[src/rtl/ring_merge4x2_if.sv]
`default_nettype none
// ============================================================================
//  Module   : ring_merge4x2_if
//  Brief    : Bundle of the four local-side flit inputs with their stalls and
//             the two ring-side flit outputs with their downstream stalls.
//  Revision : 1.0  initial release
// ============================================================================
interface ring_merge4x2_if #(
    parameter int WIDTH = 144
);
    logic [WIDTH-1:0] portl0_ci;
    logic [WIDTH-1:0] portl1_ci;
    logic [WIDTH-1:0] portl2_ci;
    logic [WIDTH-1:0] portl3_ci;
    logic             portl0_stall;
    logic             portl1_stall;
    logic             portl2_stall;
    logic             portl3_stall;
    logic [WIDTH-1:0] port0_co;
    logic [WIDTH-1:0] port1_co;
    logic             port0_stall_i;
    logic             port1_stall_i;

    // Merger side
    modport slave (
        input  portl0_ci, portl1_ci, portl2_ci, portl3_ci,
        input  port0_stall_i, port1_stall_i,
        output portl0_stall, portl1_stall, portl2_stall, portl3_stall,
        output port0_co, port1_co
    );

    // Local senders / ring consumer side
    modport master (
        output portl0_ci, portl1_ci, portl2_ci, portl3_ci,
        output port0_stall_i, port1_stall_i,
        input  portl0_stall, portl1_stall, portl2_stall, portl3_stall,
        input  port0_co, port1_co
    );
endinterface
`default_nettype wire

[src/rtl/ring_merge4x2.sv]
`default_nettype none
// ============================================================================
//  Module   : ring_merge4x2
//  Brief    : Merges four local flit inputs onto two ring outputs. Each input
//             owns a small FIFO; each output runs its own round-robin arbiter
//             over the FIFO heads addressed to it.
//  Revision : 1.0  initial release
// ============================================================================
module ring_merge4x2 #(
    parameter int VALID_BIT = 143,
    parameter int RING_BIT  = 142,
    parameter int DEPTH     = 2,      // 2 or 4; pointers wrap naturally
    parameter int WIDTH     = 144     // width of one control word
) (
    input  wire logic       clk,
    input  wire logic       rst,
    ring_merge4x2_if.slave  bus
);
    localparam int PW = (DEPTH > 2) ? 2 : 1;

    logic [WIDTH-1:0] ci       [4];
    logic [1:0]       stall_in;
    logic [WIDTH-1:0] head     [4];
    logic [3:0]       enq;
    logic [3:0]       deq;

    logic [WIDTH-1:0] mem_q    [4][DEPTH];
    logic [WIDTH-1:0] mem_d    [4][DEPTH];
    logic [PW-1:0]    rd_ptr_q [4];
    logic [PW-1:0]    rd_ptr_d [4];
    logic [PW-1:0]    wr_ptr_q [4];
    logic [PW-1:0]    wr_ptr_d [4];
    logic [2:0]       count_q  [4];
    logic [2:0]       count_d  [4];
    logic [3:0]       stall_q;
    logic [3:0]       stall_d;
    logic [WIDTH-1:0] co_q     [2];
    logic [WIDTH-1:0] co_d     [2];
    logic [1:0]       rr_q     [2];
    logic [1:0]       rr_d     [2];

    assign ci[0]       = bus.portl0_ci;
    assign ci[1]       = bus.portl1_ci;
    assign ci[2]       = bus.portl2_ci;
    assign ci[3]       = bus.portl3_ci;
    assign stall_in[0] = bus.port0_stall_i;
    assign stall_in[1] = bus.port1_stall_i;

    assign bus.portl0_stall = stall_q[0];
    assign bus.portl1_stall = stall_q[1];
    assign bus.portl2_stall = stall_q[2];
    assign bus.portl3_stall = stall_q[3];
    assign bus.port0_co     = co_q[0];
    assign bus.port1_co     = co_q[1];

    // Per-output round-robin arbitration and output register loading
    always_comb begin
        logic       free;
        logic       found;
        logic [1:0] gnt;
        logic [1:0] idx;
        deq = '0;
        for (int r = 0; r < 2; r++) begin
            co_d[r] = co_q[r];
            rr_d[r] = rr_q[r];
            free    = !co_q[r][VALID_BIT] || !stall_in[r];
            found   = 1'b0;
            gnt     = 2'd0;
            for (int k = 0; k < 4; k++) begin
                idx = rr_q[r] + 2'(k);
                if (!found && (count_q[idx] != 3'd0) &&
                    (head[idx][RING_BIT] == 1'(r))) begin
                    found = 1'b1;
                    gnt   = idx;
                end
            end
            if (free) begin
                if (found) begin
                    co_d[r]  = head[gnt];
                    deq[gnt] = 1'b1;
                    rr_d[r]  = gnt + 2'd1;
                end else begin
                    co_d[r]  = '0;
                end
            end
        end
    end

    // Per-input FIFO bookkeeping; stall reflects the post-edge fill level
    always_comb begin
        mem_d = mem_q;
        for (int n = 0; n < 4; n++) begin
            head[n]     = mem_q[n][rd_ptr_q[n]];
            enq[n]      = ci[n][VALID_BIT] && !stall_q[n];
            wr_ptr_d[n] = wr_ptr_q[n];
            rd_ptr_d[n] = rd_ptr_q[n];
            if (enq[n]) begin
                mem_d[n][wr_ptr_q[n]] = ci[n];
                wr_ptr_d[n]           = wr_ptr_q[n] + PW'(1);
            end
            if (deq[n]) begin
                rd_ptr_d[n] = rd_ptr_q[n] + PW'(1);
            end
            count_d[n] = count_q[n] + {2'b00, enq[n]} - {2'b00, deq[n]};
            stall_d[n] = (count_d[n] == 3'(DEPTH));
        end
    end

    // Control state register with synchronous reset
    always_ff @(posedge clk) begin
        if (rst) begin
            for (int n = 0; n < 4; n++) begin
                rd_ptr_q[n] <= '0;
                wr_ptr_q[n] <= '0;
                count_q[n]  <= '0;
            end
            stall_q <= '0;
            for (int r = 0; r < 2; r++) begin
                co_q[r] <= '0;
                rr_q[r] <= '0;
            end
        end else begin
            rd_ptr_q <= rd_ptr_d;
            wr_ptr_q <= wr_ptr_d;
            count_q  <= count_d;
            stall_q  <= stall_d;
            co_q     <= co_d;
            rr_q     <= rr_d;
        end
    end

    // FIFO storage; contents are only meaningful below the count, so no reset
    always_ff @(posedge clk) begin
        mem_q <= mem_d;
    end
endmodule
`default_nettype wire

[src/flat_wrapper.sv]
// flat-port wrapper written by rule: the top's interface ports become plain ports
module ring_merge4x2_flat 
#(
    parameter int VALID_BIT = 143,
    parameter int RING_BIT  = 142,
    parameter int DEPTH     = 2,                                        
    parameter int WIDTH     = 144                                 
)
  (clk, rst, bus_portl0_ci, bus_portl1_ci, bus_portl2_ci, bus_portl3_ci, bus_port0_stall_i, bus_port1_stall_i, bus_portl0_stall, bus_portl1_stall, bus_portl2_stall, bus_portl3_stall, bus_port0_co, bus_port1_co);
  ring_merge4x2_if #(.WIDTH(WIDTH)) bus_i ();
  input  wire logic clk;
  input  wire logic rst;
  input wire logic [$bits(bus_i.portl0_ci)-1:0] bus_portl0_ci;
  input wire logic [$bits(bus_i.portl1_ci)-1:0] bus_portl1_ci;
  input wire logic [$bits(bus_i.portl2_ci)-1:0] bus_portl2_ci;
  input wire logic [$bits(bus_i.portl3_ci)-1:0] bus_portl3_ci;
  input wire logic [$bits(bus_i.port0_stall_i)-1:0] bus_port0_stall_i;
  input wire logic [$bits(bus_i.port1_stall_i)-1:0] bus_port1_stall_i;
  output wire logic [$bits(bus_i.portl0_stall)-1:0] bus_portl0_stall;
  output wire logic [$bits(bus_i.portl1_stall)-1:0] bus_portl1_stall;
  output wire logic [$bits(bus_i.portl2_stall)-1:0] bus_portl2_stall;
  output wire logic [$bits(bus_i.portl3_stall)-1:0] bus_portl3_stall;
  output wire logic [$bits(bus_i.port0_co)-1:0] bus_port0_co;
  output wire logic [$bits(bus_i.port1_co)-1:0] bus_port1_co;
  assign bus_i.portl0_ci = bus_portl0_ci;
  assign bus_i.portl1_ci = bus_portl1_ci;
  assign bus_i.portl2_ci = bus_portl2_ci;
  assign bus_i.portl3_ci = bus_portl3_ci;
  assign bus_i.port0_stall_i = bus_port0_stall_i;
  assign bus_i.port1_stall_i = bus_port1_stall_i;
  assign bus_portl0_stall = bus_i.portl0_stall;
  assign bus_portl1_stall = bus_i.portl1_stall;
  assign bus_portl2_stall = bus_i.portl2_stall;
  assign bus_portl3_stall = bus_i.portl3_stall;
  assign bus_port0_co = bus_i.port0_co;
  assign bus_port1_co = bus_i.port1_co;
  ring_merge4x2 #(.VALID_BIT(VALID_BIT), .RING_BIT(RING_BIT), .DEPTH(DEPTH), .WIDTH(WIDTH)) u_core (.clk(clk), .rst(rst), .bus(bus_i));
endmodule
[config.mk]
export PLATFORM = sky130hd
export DESIGN_NAME = ring_merge4x2_flat
export DESIGN_NICKNAME = d
export VERILOG_FILES = /design/src/rtl/ring_merge4x2_if.sv /design/src/rtl/ring_merge4x2.sv /design/src/flat_wrapper.sv
export SDC_FILE = /design/constraint.sdc
export NUM_CORES = 2
export LEC_CHECK = 0
export BUFFER_PORTS_ARGS = -buffer_cell sky130_fd_sc_hd__clkbuf_2
export CORE_UTILIZATION = 39
export CTS_CLUSTER_SIZE = 10
export DETAILED_ROUTE_END_ITERATION = 16
export PLACE_DENSITY = 0.57
export SETUP_SLACK_MARGIN = 0.2
export SYNTH_ARGS = -nofsm -noshare
export SYNTH_HDL_FRONTEND = slang
export SYNTH_SLANG_ARGS = --single-unit
[constraint.sdc]
create_clock -name clk -period 12.7 [get_ports clk]
set_clock_uncertainty 0.05 [all_clocks]
set_input_delay 0.635 -clock clk [delete_from_list [all_inputs] [get_ports clk]]
set_output_delay 0.635 -clock clk [all_outputs]
set_load 0.005 [all_outputs]
Word level (Yosys, flattened, before mapping)

Cells that the tools add are included.

Register bits after elaboration: 1468
Latch bits: 0
Memory bits (writable): 0
Memory bits (read-only): 0
Bits of input ports: 580
Output and inout bits: 292
Word-level logic and storage cells: 256
Memories kept: 0

Add/sub/neg operators: 24
Multipliers: 0
Div/mod/pow operators: 0
$lt $le $gt $ge: 26
Equality and inequality tests: 4
Shift-type cells: 0
Multiplexer cells: 104
Bitwise operators: 23
Reduce and logical (&&, ||, !) cells: 50

Operators by type and width:

| cell                | number |
|---|---|
| $mux 144            | 22 |
| $bmux 144 s2        | 10 |
| $mux 143            | 16 |
| $bwmux 288          | 4 |
| $demux 144 s1       | 4 |
| $bmux 3 s2          | 8 |
| $mux 3              | 16 |
| $ge 3x3->1 const B  | 10 |
| $not 2->3           | 10 |
| $logic_and 1x1->1   | 24 |
| $reduce_bool 3->1   | 8 |
| $ge 2x2->1 const B  | 8 |
| $mux 2              | 8 |
| $mux 4              | 4 |
| $not 1->2           | 8 |
| $logic_not 1->1     | 14 |
| $add 3x1->3         | 4 |
| $eq 3x2->1 const B  | 4 |
| $sub 3x1->3         | 4 |
| $mux 1              | 10 |
| $add 1x1->1 const B | 8 |
| $add 2x1->2 const B | 4 |
| $add 2x2->2 const B | 4 |
| $lt 2x1->1 const B  | 4 |
| 7 further kinds     | 15 |

Logic depth before layout (Yosys ltp)

Depth in word-level cells: 33
Gate-level depth with buffers: 20
Depth with buffers taken out: 16

Least setup slack after synthesis

No wires, ideal clock.

Path kind: input port to flip-flop
Start: in bus_portl1_ci[143]
End: reg u_core.mem_q[576] in the netlist's numbering (enable)
Library setup time: 0.650 ns
Arrival: 6.736 ns
Required time: 12.000 ns
Slack: 5.265 ns
Cell stages on the path: 2
Buffers on the path: 0
Cells stage by stage: nand2b_1 -> nor2_1

Longest elaborated chain between the ends: 1

Ends and longest elaborated chain:

| element              | line                 | text |
|---|---|---|
| start, declared      | flat_wrapper.sv:14   | `input wire logic [$bits(bus_i.portl1_ci)-1:0] bus_portl1_ci;` |
| $logic_and 1x1->1    | ring_merge4x2.sv:94  | `enq[n] = ci[n][VALID_BIT] && !stall_q[n];` |
| end signal, assigned | ring_merge4x2.sv:134 | `mem_q <= mem_d;` |
| end, declared        | ring_merge4x2.sv:27  | `logic [WIDTH-1:0] mem_q [4][DEPTH];` |

Every way passes these cells.
A chain may end at the register's enable or synchronous reset.

Worst setup path after layout

Start: reg u_core.rd_ptr_q[2] in the netlist's numbering
End: reg u_core.co_q (netlist bit u_core.bus.port1_co[61])

Longest elaborated chain between the ends: 26
Elaborated cells on any way between the ends: 39
Those cells by class: mux: 27; bitwise: 2; reduce/logical: 10

Ends and longest elaborated chain:

| element                                          | line                 | text |
|---|---|---|
| start, declared                                  | ring_merge4x2.sv:29  | `logic [PW-1:0] rd_ptr_q [4];` |
| start signal, assigned                           | ring_merge4x2.sv:123 | `rd_ptr_q <= rd_ptr_d;` |
| $not 1->2 (not written as such) (*)              | ring_merge4x2.sv:93  | `head[n] = mem_q[n][rd_ptr_q[n]];` |
| $mux 144 (not written as such) (*) (3 in series) | ring_merge4x2.sv:93  |  |
| $bmux 144 s2                                     | ring_merge4x2.sv:72  | `(head[idx][RING_BIT] == 1'(r))) begin` |
| $mux 143 (not written as such) (2 in series)     | ring_merge4x2.sv:72  |  |
| $logic_and 1x1->1                                | ring_merge4x2.sv:71  | `if (!found && (count_q[idx] != 3'd0) &&` |
| $mux 1                                           | ring_merge4x2.sv:71  |  |
| $logic_not 1->1                                  | ring_merge4x2.sv:71  |  |
| $logic_and 1x1->1 (2 in series)                  | ring_merge4x2.sv:71  |  |
| [4 not listed]                                   | --                   |  |
| $mux 1                                           | ring_merge4x2.sv:71  |  |
| $logic_not 1->1                                  | ring_merge4x2.sv:71  |  |
| $logic_and 1x1->1 (2 in series)                  | ring_merge4x2.sv:71  |  |
| $mux 2                                           | ring_merge4x2.sv:71  |  |
| $not 2->3 (not written as such)                  | ring_merge4x2.sv:79  | `co_d[r] = head[gnt];` |
| $bmux 144 s2                                     | ring_merge4x2.sv:79  |  |
| $mux 144 (not written as such) (2 in series)     | ring_merge4x2.sv:79  |  |
| $mux 144 (*)                                     | ring_merge4x2.sv:78  | `if (found) begin` |
| end signal, assigned                             | ring_merge4x2.sv:127 | `co_q <= co_d;` |
| end, declared                                    | ring_merge4x2.sv:37  | `logic [WIDTH-1:0] co_q [2];` |

Every way passes the cells marked *; elsewhere a longest branch is shown, timed or not. The select of a mux whose other input is x is not followed.

==> impl_results.md <==
* Die W at slightly below 400 um
* VDD IR max at approximately 0.33 mV
* CP Class: reg2reg
* GP Congestion at approximately 0.85
* Final Max Slew Viols at 0
* H-tree lvl count at 4
* Nets@finish at just over 6000
* Vias in the first global route at ~41000
* Most used cells in the layout excluding fill and tap cells: 1152 x edfxtp_1, 1009 x mux2i_1, 871 x clkbuf_2
* Crit path DAT at ~6.6 ns
* WL final at 201600 um
* Cell count after synthesis at 4054
* # setup viols final at 0
* Fmax at approximately 0.17 GHz
* Pre-Repair DR Iteration Count at 9
* Seq/Total Area, Yosys at between 60% and 70%
* Layout area overhead at 28.61%
* Worst slew margin at 11.59%
* Most common library cell in the layout ignoring fill and taps: edfxtp_1
* Overflow after GRT at 0
* Final core occ at 50.52%
* Switching Fraction at between 30% and 40%
* Cell row count at roughly 140
* Startpoint Class: register
* ANT nets after route at 0
* Grt met3 use at under 10%
* Post-Syn Area at ~0.060 mm^2
* Top FF cell, synth: edfxtp_1
* P_int at between 10000 and 15000 uW
* Hold slack at between 0.05 and 0.06 ns
* Pin count of the biggest net entering global routing at ~170
* M1 GR Usage at 32.09%
* Ys async rst share at 0%
* Post-route minimum period at roughly 5.9 ns
* Crit. End Element: register
* Setup tns final at 0 ns
* EDFF count, synth at around 1200
* Worst hold path class: in2reg
* GR peak layer: met2
* Via count at 40860
* CTS tree: yes
* Final Hold Viols at 0
* Grt met2 use at between 40% and 50%
* RSZ-0062 raised after global routing: false
* Lkg Pwr at slightly below 0.03 uW
* Syn_area_per_cell at 14.72 um^2
* Worst-margin pin slew at approximately 1.3 ns
* Starting Density at 39.28%
* Aggregate global-route resource usage at between 20% and 30%
* Die ar. at 0.1546 mm^2
* DRT iter0 DRCs at ~2900
* Detailed Place HPWL at 124900 um
* Critical path required time at around 13 ns
* Die height at 393.1 um
* Syn nets at ~4700
* Synth cell types at 50
* Crit path max fanout at between 100 and 150
* Combinational Power Share at 41.8%
* CTS buffer count at between 150 and 200
* Max cap viols at 0
* CTS max path bufs at 3
* Post-CTS sizing at 0
* Top Ports at between 800 and 900
* Psw at 7295 uW
* I/O Buffers at around 870
* First-pass GRT wire length at 283000 um
* Clock share of power at 23.7%
* PwrDens at around 250 mW/mm^2
* Root buffer cell: clkbuf_16
* Outcome: completed
* Clock sink total at 1468
* Initial antenna violation count at between 50 and 60
* Syn. warnings at 0
* Design area at between 0.07 and 0.08 mm^2
* Worst skew pair latency at approximately 0.79 ns
* Layout cell share with drive strength beyond 1 at around a fifth
* DRC at 0
* Via density at ~5.3
* Clock slew at reported path FFs at 0.06 ns
* Core ar. at ~0.15 mm^2
* Sequential power share at around 35%
* Part of the cycle the worst path needs at 46.81%
* Routed len/inst at ~26 um
* Dpl cell area at about 0.066 mm^2
* Number of synthesized register bits at around 1500
-- path summary, 6_finish.rpt --
kind	from	endpoint	slack [ns]	cells past startpoint
worst max-delay path	u_core.rd_ptr_q[2]	u_core.bus.port1_co[61]	6.76	11
worst min-delay path	bus_portl3_ci[134]	u_core.mem_q[134]	0.05	1
worst max register to register	u_core.rd_ptr_q[2]	u_core.bus.port1_co[61]	6.76	11
worst min register to register	u_core.bus.port1_co[83]	u_core.bus.port1_co[83]	0.40	2
-- synth_stat cells, types with 5 or more instances --
master,count,area [um^2]
a21oi_1,286,1431
a22o_1,282,2470
buf_1,9,33.78
buf_2,63,315.3
buf_4,31,232.7
buf_6,5,56.30
clkbuf_1,165,619.3
dfxtp_1,316,6326
edfxtp_1,1152,34590
ha_1,12,150.1
inv_1,18,67.56
mux2i_1,1009,10100
nand2_1,435,1633
nand2b_1,6,37.54
nand3_1,6,30.03
nor2_1,38,142.6
nor2b_1,9,56.30
nor3_1,5,25.02
o21ai_0,72,360.4
o21ai_1,72,360.4
xnor2_1,13,113.9
-- what timing repair did --
item | CTS | global route
buffers inserted | 0 | 0
hold buffers | 550 | 0
endpoints found under the hold margin | 1099 | 0
-- power by group through the flow --
stage          Sequential [uW]  Combinational, uW  Clock, uW
6_report                  6620               8030       4550
3_5_place_dp              6710               7830          0
3_3_place_gp              6690               7750          0
2_1_floorplan             6670               5410          0
5_1_grt                   6690               8590       4800
4_1_cts                   6610               8010       4610
-- kinds of logic (layout without fill, tap and decap cells) --
| logic type | Yosys count | after routing | share of synthesized area [%] |
|---|---|---|---|
| xor+xnor | 16 | 16 | 0.2349 |
| fa+ha+maj | 16 | 16 | 0.3858 |
| flops | 1468 | 1468 | 68.58 |
| mux | 1014 | 1014 | 17.03 |
| other cells | 0 | 30 | 0 |
| compound gates | 737 | 737 | 8.164 |
| simple gates | 512 | 512 | 3.380 |
| buf+inv | 291 | 1819 | 2.221 |
-- critical path, stage by stage (launching register included) --
cell,delay (ns)
dfxtp_4,0.91
mux2_2,0.44
nand2_1,0.19
a21oi_1,0.15
a21oi_4,0.18
buf_12,0.60
buf_4,0.83
buf_4,0.82
buf_4,0.93
mux2i_1,0.27
mux2i_1,0.08
o21ai_0,0.19
-- final cells by class --
cell class              instances  area, um^2
fillers                     13050       75170
flip-flops and latches       1468       40930
well taps                    2030        2540
clock buffers                 299        4926
inverters                      18       67.56
clock inverters                13       209.0
multi-input cells            2295       17550
diodes                         30       75.07
repair buffers               1489       10440
-- layer usage --
layer	routed length [um]	vias up
met5	237	-
met4	7300	40
met3	16180	391
met2	96680	1726
met1	81190	20440
li1	-	18270
-- flip-flops by register name, indices dropped and copies added (netlist names) --
register and cells:
u_core.stall_q 4, u_core.rd_ptr_q 4, u_core.rr_q 4, u_core.mem_q 1152, u_core.bus.port0_co 144, u_core.count_q 12
u_core.wr_ptr_q 4, u_core.bus.port1_co 144
-- per-stage QoR --
| stage | power (uW) | std cells | worst slack [ns] |
|---|---|---|---|
| floorplan | 12080 | 4054 | 5.265 |
| global placement | 14440 | 6750 | 6.838 |
| detailed placement | 14530 | 6750 | 6.729 |
| CTS | 19240 | 7612 | 6.743 |
| global route | 20080 | 7634 | 6.427 |
| finish | 19200 | 7642 | 6.756 |
Note: power is estimated with default switching activity, not from simulation.
